===== src/rtl/i2c_slave_regfile_pkg.sv =====
// ---------------------------------------------------------------------------
// i2c_pkg
// Shared definitions for the I2C slave register file:
//   REG_W       - register / data byte width
//   rx_state_e  - receive state: next written byte is the pointer or data
//   ptr_w(n)    - register pointer width for an n-entry register file
// ---------------------------------------------------------------------------
package i2c_pkg;

  localparam int REG_W = 8;

  // ST_PTR: the next received byte loads the register pointer.
  // ST_DATA: received bytes are stored at the pointer with auto-increment.
  typedef enum logic {
    ST_DATA = 1'b0,
    ST_PTR  = 1'b1
  } rx_state_e;

  function automatic int ptr_w(input int n);
    return $clog2(n);
  endfunction

endpackage


===== src/rtl/i2c_slave_regfile_edge_det.sv =====
// ---------------------------------------------------------------------------
// edge_det
// One-bit edge detector. The input is registered once; a rising or falling
// edge produces a registered one-cycle pulse in the cycle after the edge is
// first sampled.
// Ports:
//   clk  - clock
//   rst  - synchronous active-high reset
//   d    - level input (synchronous to clk)
//   rise - one-cycle pulse after a 0->1 transition of d
//   fall - one-cycle pulse after a 1->0 transition of d
// ---------------------------------------------------------------------------
module edge_det (
  input  logic clk,
  input  logic rst,
  input  logic d,
  output logic rise,
  output logic fall
);

  logic d_r;

  // Delay the input and register the edge pulses.
  always_ff @(posedge clk) begin
    if (rst) begin
      d_r  <= 1'b0;
      rise <= 1'b0;
      fall <= 1'b0;
    end else begin
      d_r  <= d;
      rise <= d & ~d_r;
      fall <= ~d & d_r;
    end
  end

endmodule


===== src/rtl/i2c_slave_regfile.sv =====
// ---------------------------------------------------------------------------
// i2c_slave_regfile
// EEPROM-style register file behind an I2C slave. The first byte written in
// a transaction sets the register pointer; further written bytes are stored
// with auto-increment. Read transactions stream registers from the pointer.
// A host port gives parallel single-cycle register access.
// Parameters:
//   NREGS   - number of 8-bit registers (power of two, 2..256)
//   RO_MASK - bit i set makes register i read-only from I2C
// Ports:
//   clk, rst                 - clock, synchronous active-high reset
//   s_busy, s_rnw            - slave transaction active, R/W bit
//   s_new_data, s_rx_data    - received-byte level and byte
//   s_data_req, s_tx_data    - transmit request level and byte to send
//   host_we/addr/wdata/rdata - host register port (rdata registered)
//   i2c_wr, i2c_wr_addr      - pulse and address of each I2C register write
//   ptr                      - current register pointer (debug)
// ---------------------------------------------------------------------------
module i2c_slave_regfile
  import i2c_pkg::*;
#(
  parameter int               NREGS   = 16,
  parameter logic [NREGS-1:0] RO_MASK = {NREGS{1'b0}}
) (
  input  logic                      clk,
  input  logic                      rst,
  input  logic                      s_busy,
  input  logic                      s_rnw,
  input  logic                      s_new_data,
  input  logic [REG_W-1:0]          s_rx_data,
  input  logic                      s_data_req,
  output logic [REG_W-1:0]          s_tx_data,
  input  logic                      host_we,
  input  logic [ptr_w(NREGS)-1:0]   host_addr,
  input  logic [REG_W-1:0]          host_wdata,
  output logic [REG_W-1:0]          host_rdata,
  output logic                      i2c_wr,
  output logic [ptr_w(NREGS)-1:0]   i2c_wr_addr,
  output logic [ptr_w(NREGS)-1:0]   ptr
);

  localparam int PW = ptr_w(NREGS);

  logic [REG_W-1:0] mem_r [NREGS];
  rx_state_e        state_r;

  logic          nd_ev_s;
  logic          rq_ev_s;
  logic          bs_rise_s;
  logic          bs_fall_s;
  logic          nd_fall_unused_s;
  logic          rq_fall_unused_s;
  logic          nd_ptr_s;
  logic          nd_data_s;
  logic          i2c_we_s;
  logic          rd_s;
  logic [PW-1:0] ptr_inc_s;

  edge_det u_nd_edge (
    .clk  (clk),
    .rst  (rst),
    .d    (s_new_data),
    .rise (nd_ev_s),
    .fall (nd_fall_unused_s)
  );

  edge_det u_rq_edge (
    .clk  (clk),
    .rst  (rst),
    .d    (s_data_req),
    .rise (rq_ev_s),
    .fall (rq_fall_unused_s)
  );

  // A falling busy edge (STOP or abort) re-arms the pointer byte just like START.
  edge_det u_bs_edge (
    .clk  (clk),
    .rst  (rst),
    .d    (s_busy),
    .rise (bs_rise_s),
    .fall (bs_fall_s)
  );

  // Decode slave events into pointer load, data write and read fetch.
  always_comb begin
    nd_ptr_s  = 1'b0;
    nd_data_s = 1'b0;
    i2c_we_s  = 1'b0;
    rd_s      = 1'b0;
    ptr_inc_s = ptr + PW'(1);
    if (nd_ev_s) begin
      if (state_r == ST_PTR) begin
        nd_ptr_s = 1'b1;
      end else begin
        nd_data_s = 1'b1;
        i2c_we_s  = ~RO_MASK[ptr];
      end
    end else begin
      // A request colliding with a received byte is dropped; a request
      // during a write transaction is the address ack and is ignored.
      rd_s = rq_ev_s & s_rnw;
    end
  end

  // Receive state, pointer, transmit byte and I2C write pulse.
  always_ff @(posedge clk) begin
    if (rst) begin
      state_r     <= ST_PTR;
      ptr         <= {PW{1'b0}};
      s_tx_data   <= {REG_W{1'b0}};
      i2c_wr      <= 1'b0;
      i2c_wr_addr <= {PW{1'b0}};
    end else begin
      i2c_wr <= i2c_we_s;
      if (i2c_we_s) begin
        i2c_wr_addr <= ptr;
      end

      case (state_r)
        ST_PTR: begin
          if (nd_ptr_s) begin
            ptr     <= s_rx_data[PW-1:0];
            state_r <= ST_DATA;
          end else if (rd_s) begin
            s_tx_data <= mem_r[ptr];
            ptr       <= ptr_inc_s;
            state_r   <= ST_DATA;
          end
        end
        ST_DATA: begin
          if (nd_data_s) begin
            ptr <= ptr_inc_s;
          end else if (rd_s) begin
            s_tx_data <= mem_r[ptr];
            ptr       <= ptr_inc_s;
          end
        end
        default: begin
          state_r <= ST_PTR;
        end
      endcase

      // Transaction boundaries override: the next byte is a pointer byte.
      if (bs_rise_s || bs_fall_s) begin
        state_r <= ST_PTR;
      end
    end
  end

  // Register array and host read port; the host write is ordered last so it
  // wins a same-cycle collision with an I2C write.
  always_ff @(posedge clk) begin
    if (rst) begin
      for (int i = 0; i < NREGS; i++) begin
        mem_r[i] <= {REG_W{1'b0}};
      end
      host_rdata <= {REG_W{1'b0}};
    end else begin
      host_rdata <= mem_r[host_addr];
      if (i2c_we_s) begin
        mem_r[ptr] <= s_rx_data;
      end
      if (host_we) begin
        mem_r[host_addr] <= host_wdata;
      end
    end
  end

endmodule

===== config.mk =====
export PLATFORM = sky130hd
export DESIGN_NAME = i2c_slave_regfile
export DESIGN_NICKNAME = d
export VERILOG_FILES = /design/src/rtl/i2c_slave_regfile_pkg.sv /design/src/rtl/i2c_slave_regfile_edge_det.sv /design/src/rtl/i2c_slave_regfile.sv
export SDC_FILE = /design/constraint.sdc
export NUM_CORES = 1
export LEC_CHECK = 0
export CELL_PAD_IN_SITES_DETAIL_PLACEMENT = 0
export CELL_PAD_IN_SITES_GLOBAL_PLACEMENT = 1
export CORE_UTILIZATION = 45
export CTS_BUF_LIST = sky130_fd_sc_hd__clkbuf_8 sky130_fd_sc_hd__clkbuf_16
export DETAILED_ROUTE_END_ITERATION = 7
export GPL_TIMING_DRIVEN = 0
export PLACE_DENSITY = 0.85
export SKIP_CTS_REPAIR_TIMING = 1
export SLEW_MARGIN = 25
export SYNTH_ARGS = -nofsm -noshare
export SYNTH_HDL_FRONTEND = slang
export SYNTH_SLANG_ARGS = --single-unit

===== constraint.sdc =====
create_clock -name clk -period 2.5 [get_ports clk]
set_clock_uncertainty 0.1 [all_clocks]
set_input_delay 0.375 -clock clk [delete_from_list [all_inputs] [get_ports clk]]
set_output_delay 0.375 -clock clk [all_outputs]
set_load 0.02 [all_outputs]

==> results.cfg, run 1 <==
[run_status]
run_status = finished with violations
violations = negative setup slack

[setup_path]
cp_top_family = simple AND/OR/NAND/NOR gates
crit_arrival_ps = 2580
slowest_stage = nor2_2
cp_slowest_stage_delay_ps = 660
r2r_slack_ps = -30
cp_cell_sequence = clkdlybuf4s50_1 > nand4b_1 > nor2_2 > a311o_1
crit_buf_inv = 1
reg2regPathDepth = 6
cp-end-kind = flip-flop
cp.required_ps = 2490
critPathMaxFanout = 10
regToRegEndpoint = s_tx_data[3]$_SDFFE_PP0P_
r2r-start = ptr[3]$_SDFF_PP0_
path_class = in2reg
start_kind = input pin

[clock_network]
root_buffer = clkbuf_16
numCtsBuffers = 17
clk_latency_ps = 450
cts_max_level = 4
clk_path_buf_depth = 2
cts_tree = built
cts.clk_slew.worst_paths_ps = 70
cts.sinks = 161

[routing]
drc = 0
drt-wirelength-per-cell_um = 31.2
vias_per_cell = 6.99
vias = 6839
ant_nets = 0
drt-initial-drc-count = 982
drt-pass1-iter-count = 6
routed_wl_mm = 30.5

[layout]
utilization_pct = 54.7
nNetsFinal = 738
mostFrequentLayoutCells = a22o_1, edfxtp_1, mux4_2, mux2i_1
fin_cells = 979
num-fill-cells = 1611
drive_gt1_share_pct = 22.5
n_antenna_cell = 0
syn_to_final_growth_pct = 17.3
layout_commonest_cell = a22o_1

[pwr]
p_total_mw = 6.64
leakagePower_nw = 3.47
power_density_nw_per_um2 = 638
peakVddDrop_v = 0.000490

[synth]
synth_xor_area_share_pct = 0.198
netlist.area_leader.share_pct = 43.4
synth_seq_area_share_pct = 50.8
netlist_area_um2 = 8860
synth-simple-area-share_pct = 8.55
synth.mux.area_fraction_pct = 18.2
syn_nets = 688
synth_top_area_cell = edfxtp_1
synth_compound_area_share_pct = 17.6
ys_ff_latch = 161
synth_top_family_by_area = multiplexers
synth_area_leaders = edfxtp_1, a22o_1, mux4_2, dfxtp_1, mux2i_1
synth_edf_count = 128
ys.flop_type = edfxtp_1
yosysWarnings = 0
synth_fa_ha_area_share_pct = 0.706
synth_cells = 656
async_flop_share_pct = 0
syn_area_per_cell_um2 = 13.5
synthDistinctLibCells = 48

[sta]
maxSlewViolCount = 0
fin_hold_ws_ps = 127
setup_viol = 41
tightest_slew_ps = 1020
setup_ws_ps = -95.0
rsz0062_at_grt = true
period_minus_slack_ps = 2590
slew_headroom_pct = 31.8
hold_viol_final = 0
min_period_over_period_pct = 104
max_freq_ghz = 0.385

[die]
die_w_um = 142
core_um2 = 19000
rows = 50
die_h_um = 142
start_util_pct = 46.6
die_area_um2 = 20300
num_io_pins = 52

[global_routing]
grt_max_degree = 17
antenna_found_initial = 0
grt_pass1_wl_mm = 43.4
gr-total-overflow = 0
grt_usage_pct = 31.2
grt_pass1_vias = 6595

[min_path]
hold_path_startpoint = rst
holdPathEnd = i2c_wr$_SDFF_PP0_
hold_path.class = in2reg
hold_depth = 2

[place]
gp_congestion = 1.06
dp_hpwl_mm = 21.8
dpl.cell_count = 947
numPortBuffers = 31

[flow_run]
maxCapViolCount = 0
## report_power, final
group | switching [mW] | internal, mW
clock | 1.21 | 1.40
combinational | 0.592 | 0.353
sequential | 0.0719 | 3.01
## state kept, by name, summed over array words and instances, names as in the netlist
signal          flops
mem_r             128
host_rdata          8
s_tx_data           8
i2c_wr_addr         4
ptr                 4
i2c_wr              1
state_r             1
u_bs_edge.d_r       1
u_bs_edge.fall      1
u_bs_edge.rise      1
u_nd_edge.d_r       1
u_nd_edge.rise      1
u_rq_edge.d_r       1
u_rq_edge.rise      1
## worst reg2reg max path: cells and delay by family (launching register included)
kind	cells	cell delay, ps
buf+inv	2	780
simple gates	2	860
compound gates	2	320
flops	1	340
## how the worst max path moves through the flow
stage	endpoint	cells past startpoint	from	slack, ps
6_report	mem_r[11][1]$_DFFE_PP_	4	host_we	-90
5_1_grt	mem_r[11][6]$_DFFE_PP_	4	host_we	-100
4_1_cts	mem_r[8][1]$_DFFE_PP_	8	ptr[1]$_SDFF_PP0_	-1090
3_5_place_dp	mem_r[8][1]$_DFFE_PP_	8	ptr[1]$_SDFF_PP0_	-1060
3_3_place_gp	mem_r[4][7]$_DFFE_PP_	8	ptr[1]$_SDFF_PP0_	-1090
2_1_floorplan	mem_r[9][0]$_DFFE_PP_	7	ptr[1]$_SDFF_PP0_	-40
## stage by stage
| stage | area (µm²) | worst slack, ps | TNS (ps) |
|---|---|---|---|
| 2_1_floorplan | 8860 | -40.9 | -2130 |
| 3_3_place_gp | 9500 | -1090 | -152470 |
| 3_5_place_dp | 9510 | -1060 | -169390 |
| 4_1_cts | 10100 | -1090 | -142960 |
| 5_1_grt | 10400 | -98.4 | -2190 |
| 6_report | 10400 | -95.0 | -1830 |
## kinds of logic after synthesis
family,after synthesis
flip-flops,161
XOR/XNOR,2
AO/OA/AOI/OAI,187
AND/OR/NAND/NOR,124
adder cells (fa/ha/maj),5
buffers and inverters,78
multiplexers,99
## synth_stat cells, drive strengths merged, types with 6 or more instances
| master | instances |
|---|---|
| a211oi | 10 |
| a22o | 129 |
| a311o | 8 |
| buf | 43 |
| clkbuf | 32 |
| dfxtp | 33 |
| edfxtp | 128 |
| mux2i | 48 |
| mux4 | 50 |
| nand2 | 19 |
| nand2b | 6 |
| nor2 | 33 |
| nor2b | 8 |
| nor3 | 30 |
| o21ai | 9 |
| o22ai | 8 |
| o32ai | 10 |
| or2 | 7 |
## routing by layer
metal  part of all wire [%]  up-vias  track usage [%]  wire length (µm)
met5                      0        -                0                 0
met4                    4.1        0             15.1              1240
met3                     12       89             10.6              3620
met2                     46      506             47.7             14100
met1                     38     3448             39.7             11600
li1                       -     2796                -                 -
## layout make-up
class / instances / area (µm²) / share of cell area [%]
sequential: 161 / 4510 / 43.4
tap: 260 / 325 / 3.13
inverter: 3 / 15.0 / 0.144
buffer: 73 / 352 / 3.38
clock buffer: 17 / 425 / 4.09
clock inverter: 15 / 149 / 1.43
timing repair buffer: 33 / 350 / 3.37
multi-input combinational: 417 / 4270 / 41.1
No activity file was read; power rests on OpenSTA's default activity.
==> inputs of run 2 (changes only) <==
- GPL_TIMING_DRIVEN: 0 -> unset
- TNS_END_PERCENT: unset -> 20
==> results.cfg, run 2 (synthesis gave the netlist of run 1 again) <==
[global_routing]
antenna_found_initial = 0
grt_pass1_wl_mm = 41.2
met1_usage_pct = 38.2
grt_usage_pct = 28.6
grt_util_met2_pct = 42.6
grtUsageMet3_pct = 9.22
gr-total-overflow = 0
grt_pass1_vias = 6681
grt_max_degree = 29
top_usage_layer = met2

[setup_path]
regToRegEndpoint = mem_r[8][1]$_DFFE_PP_
reg2regPathDepth = 5
r2r-start = ptr[0]$_SDFF_PP0_
cp-end-kind = flip-flop
crit_arrival_ps = 2610
start_kind = flip-flop
cp.required_ps = 2700
r2r_slack_ps = 90
path_class = reg2reg
critPathMaxFanout = 10

[sta]
slew_headroom_pct = 37.6
tightest_slew_ps = 929
final.setup.tns_ps = 0
max_freq_ghz = 0.414
min_period_over_period_pct = 96.6
setup_viol = 0
period_minus_slack_ps = 2410
setup_ws_ps = 86.2
hold_viol_final = 0
rsz0062_at_grt = false
maxSlewViolCount = 0

[place]
place_area_um2 = 10100
gp_congestion = 0.997
dp_slack_ps = -71.1
numPortBuffers = 51
dp_hpwl_mm = 19.8

[layout]
reg_top3 = mem_r x128, host_rdata x8, s_tx_data x8
mostFrequentLayoutCells = a22o_1, edfxtp_1, buf_4, mux4_2, clkdlybuf4s50_1
largest_reg_flops = 128
nNetsFinal = 776
top_register = mem_r
drive_gt1_share_pct = 27.2
multi_input_area_um2 = 4010
syn_to_final_growth_pct = 20.8
design_area_um2 = 10700
n_antenna_cell = 0
num-fill-cells = 1534
layout_commonest_cell = a22o_1
utilization_pct = 56.3
seq_area_um2 = 4510

[routing]
drt-initial-drc-count = 998
drt-pass1-iter-count = 7
drt-wirelength-per-cell_um = 27.4
vias = 6800
drc = 0
vias_per_cell = 6.69
routed_wl_mm = 27.8
ant_nets = 0

[clock_network]
numCtsBuffers = 17
cts_max_level = 4
clk_path_buf_depth = 2
root_buffer = clkbuf_16
cts_tree = built
cts.clk_slew.worst_paths_ps = 60
clk_latency_ps = 440
cts.sinks = 161

[pwr]
leakagePower_nw = 3.79
peakVddDrop_v = 0.000395
p_total_mw = 6.77
power_density_nw_per_um2 = 632

[die]
die_h_um = 142
num_io_pins = 52
die_area_um2 = 20300
core_um2 = 19000
die_w_um = 142
start_util_pct = 46.6
rows = 50

[min_path]
hold_depth = 2
hold_path_startpoint = rst
holdPathEnd = i2c_wr_addr[1]$_SDFFE_PP0P_
hold_path.class = in2reg

[flow_run]
maxCapViolCount = 0

[run_status]
run_status = completed
## run 2: cell count changes in the layout (fill, tap and decap cells not counted), sizes merged
cell,change
buf,+52
clkbuf,-27
clkdlybuf4s50,+18
clkinv,-1
clkinvlp,-4
## run 2: critical path: stages (launching register included)
cell      delay, ps
dfxtp_2         420
inv_1           180
ha_1            190
nand3b_1        290
nor3_1          860
a22o_1          240
## run 2: final cells by class
cell class                 count  share of cell area (%)
timing repair buffer         144                    11.5
clock inverter                10                   0.853
multi-input combinational    417                    37.5
sequential                   161                    42.1
inverter                       3                   0.105
tap                          260                    3.04
clock buffer                  22                    4.93
## run 2: routing by layer
metal	vias to the layer above	wire, µm
li1	2861	-
met1	3335	10800
met2	526	12500
met3	78	3710
met4	0	915
met5	-	0
## run 2: where the power goes
group          total (mW)  internal, mW  switching (mW)  leakage (nW)
Clock                2.72          1.61            1.11         0.316
Sequential           3.11          3.01          0.0979          1.57
Combinational       0.939         0.409           0.530          1.90
## run 2: metrics by stage
stage                     hold WS [ps]  std cells
final                              255       1017
after global routing               251       1017
after CTS                          241       1017
after detailed placement           273        985
after global placement             279        985
after floorplan                    267        656
## run 2: how the worst max path moves through the flow
stage / from / end / slack [ps] / cells past startpoint
3_5_place_dp: host_addr[3] / mem_r[4][7]$_DFFE_PP_ / -70 / 5
2_1_floorplan: ptr[1]$_SDFF_PP0_ / mem_r[9][0]$_DFFE_PP_ / -40 / 7
3_3_place_gp: host_addr[2] / mem_r[8][0]$_DFFE_PP_ / 5 / 5
5_1_grt: ptr[0]$_SDFF_PP0_ / mem_r[4][3]$_DFFE_PP_ / 20 / 5
4_1_cts: ptr[3]$_SDFF_PP0_ / ptr[3] / -40 / 1
6_report: ptr[0]$_SDFF_PP0_ / mem_r[8][1]$_DFFE_PP_ / 90 / 5
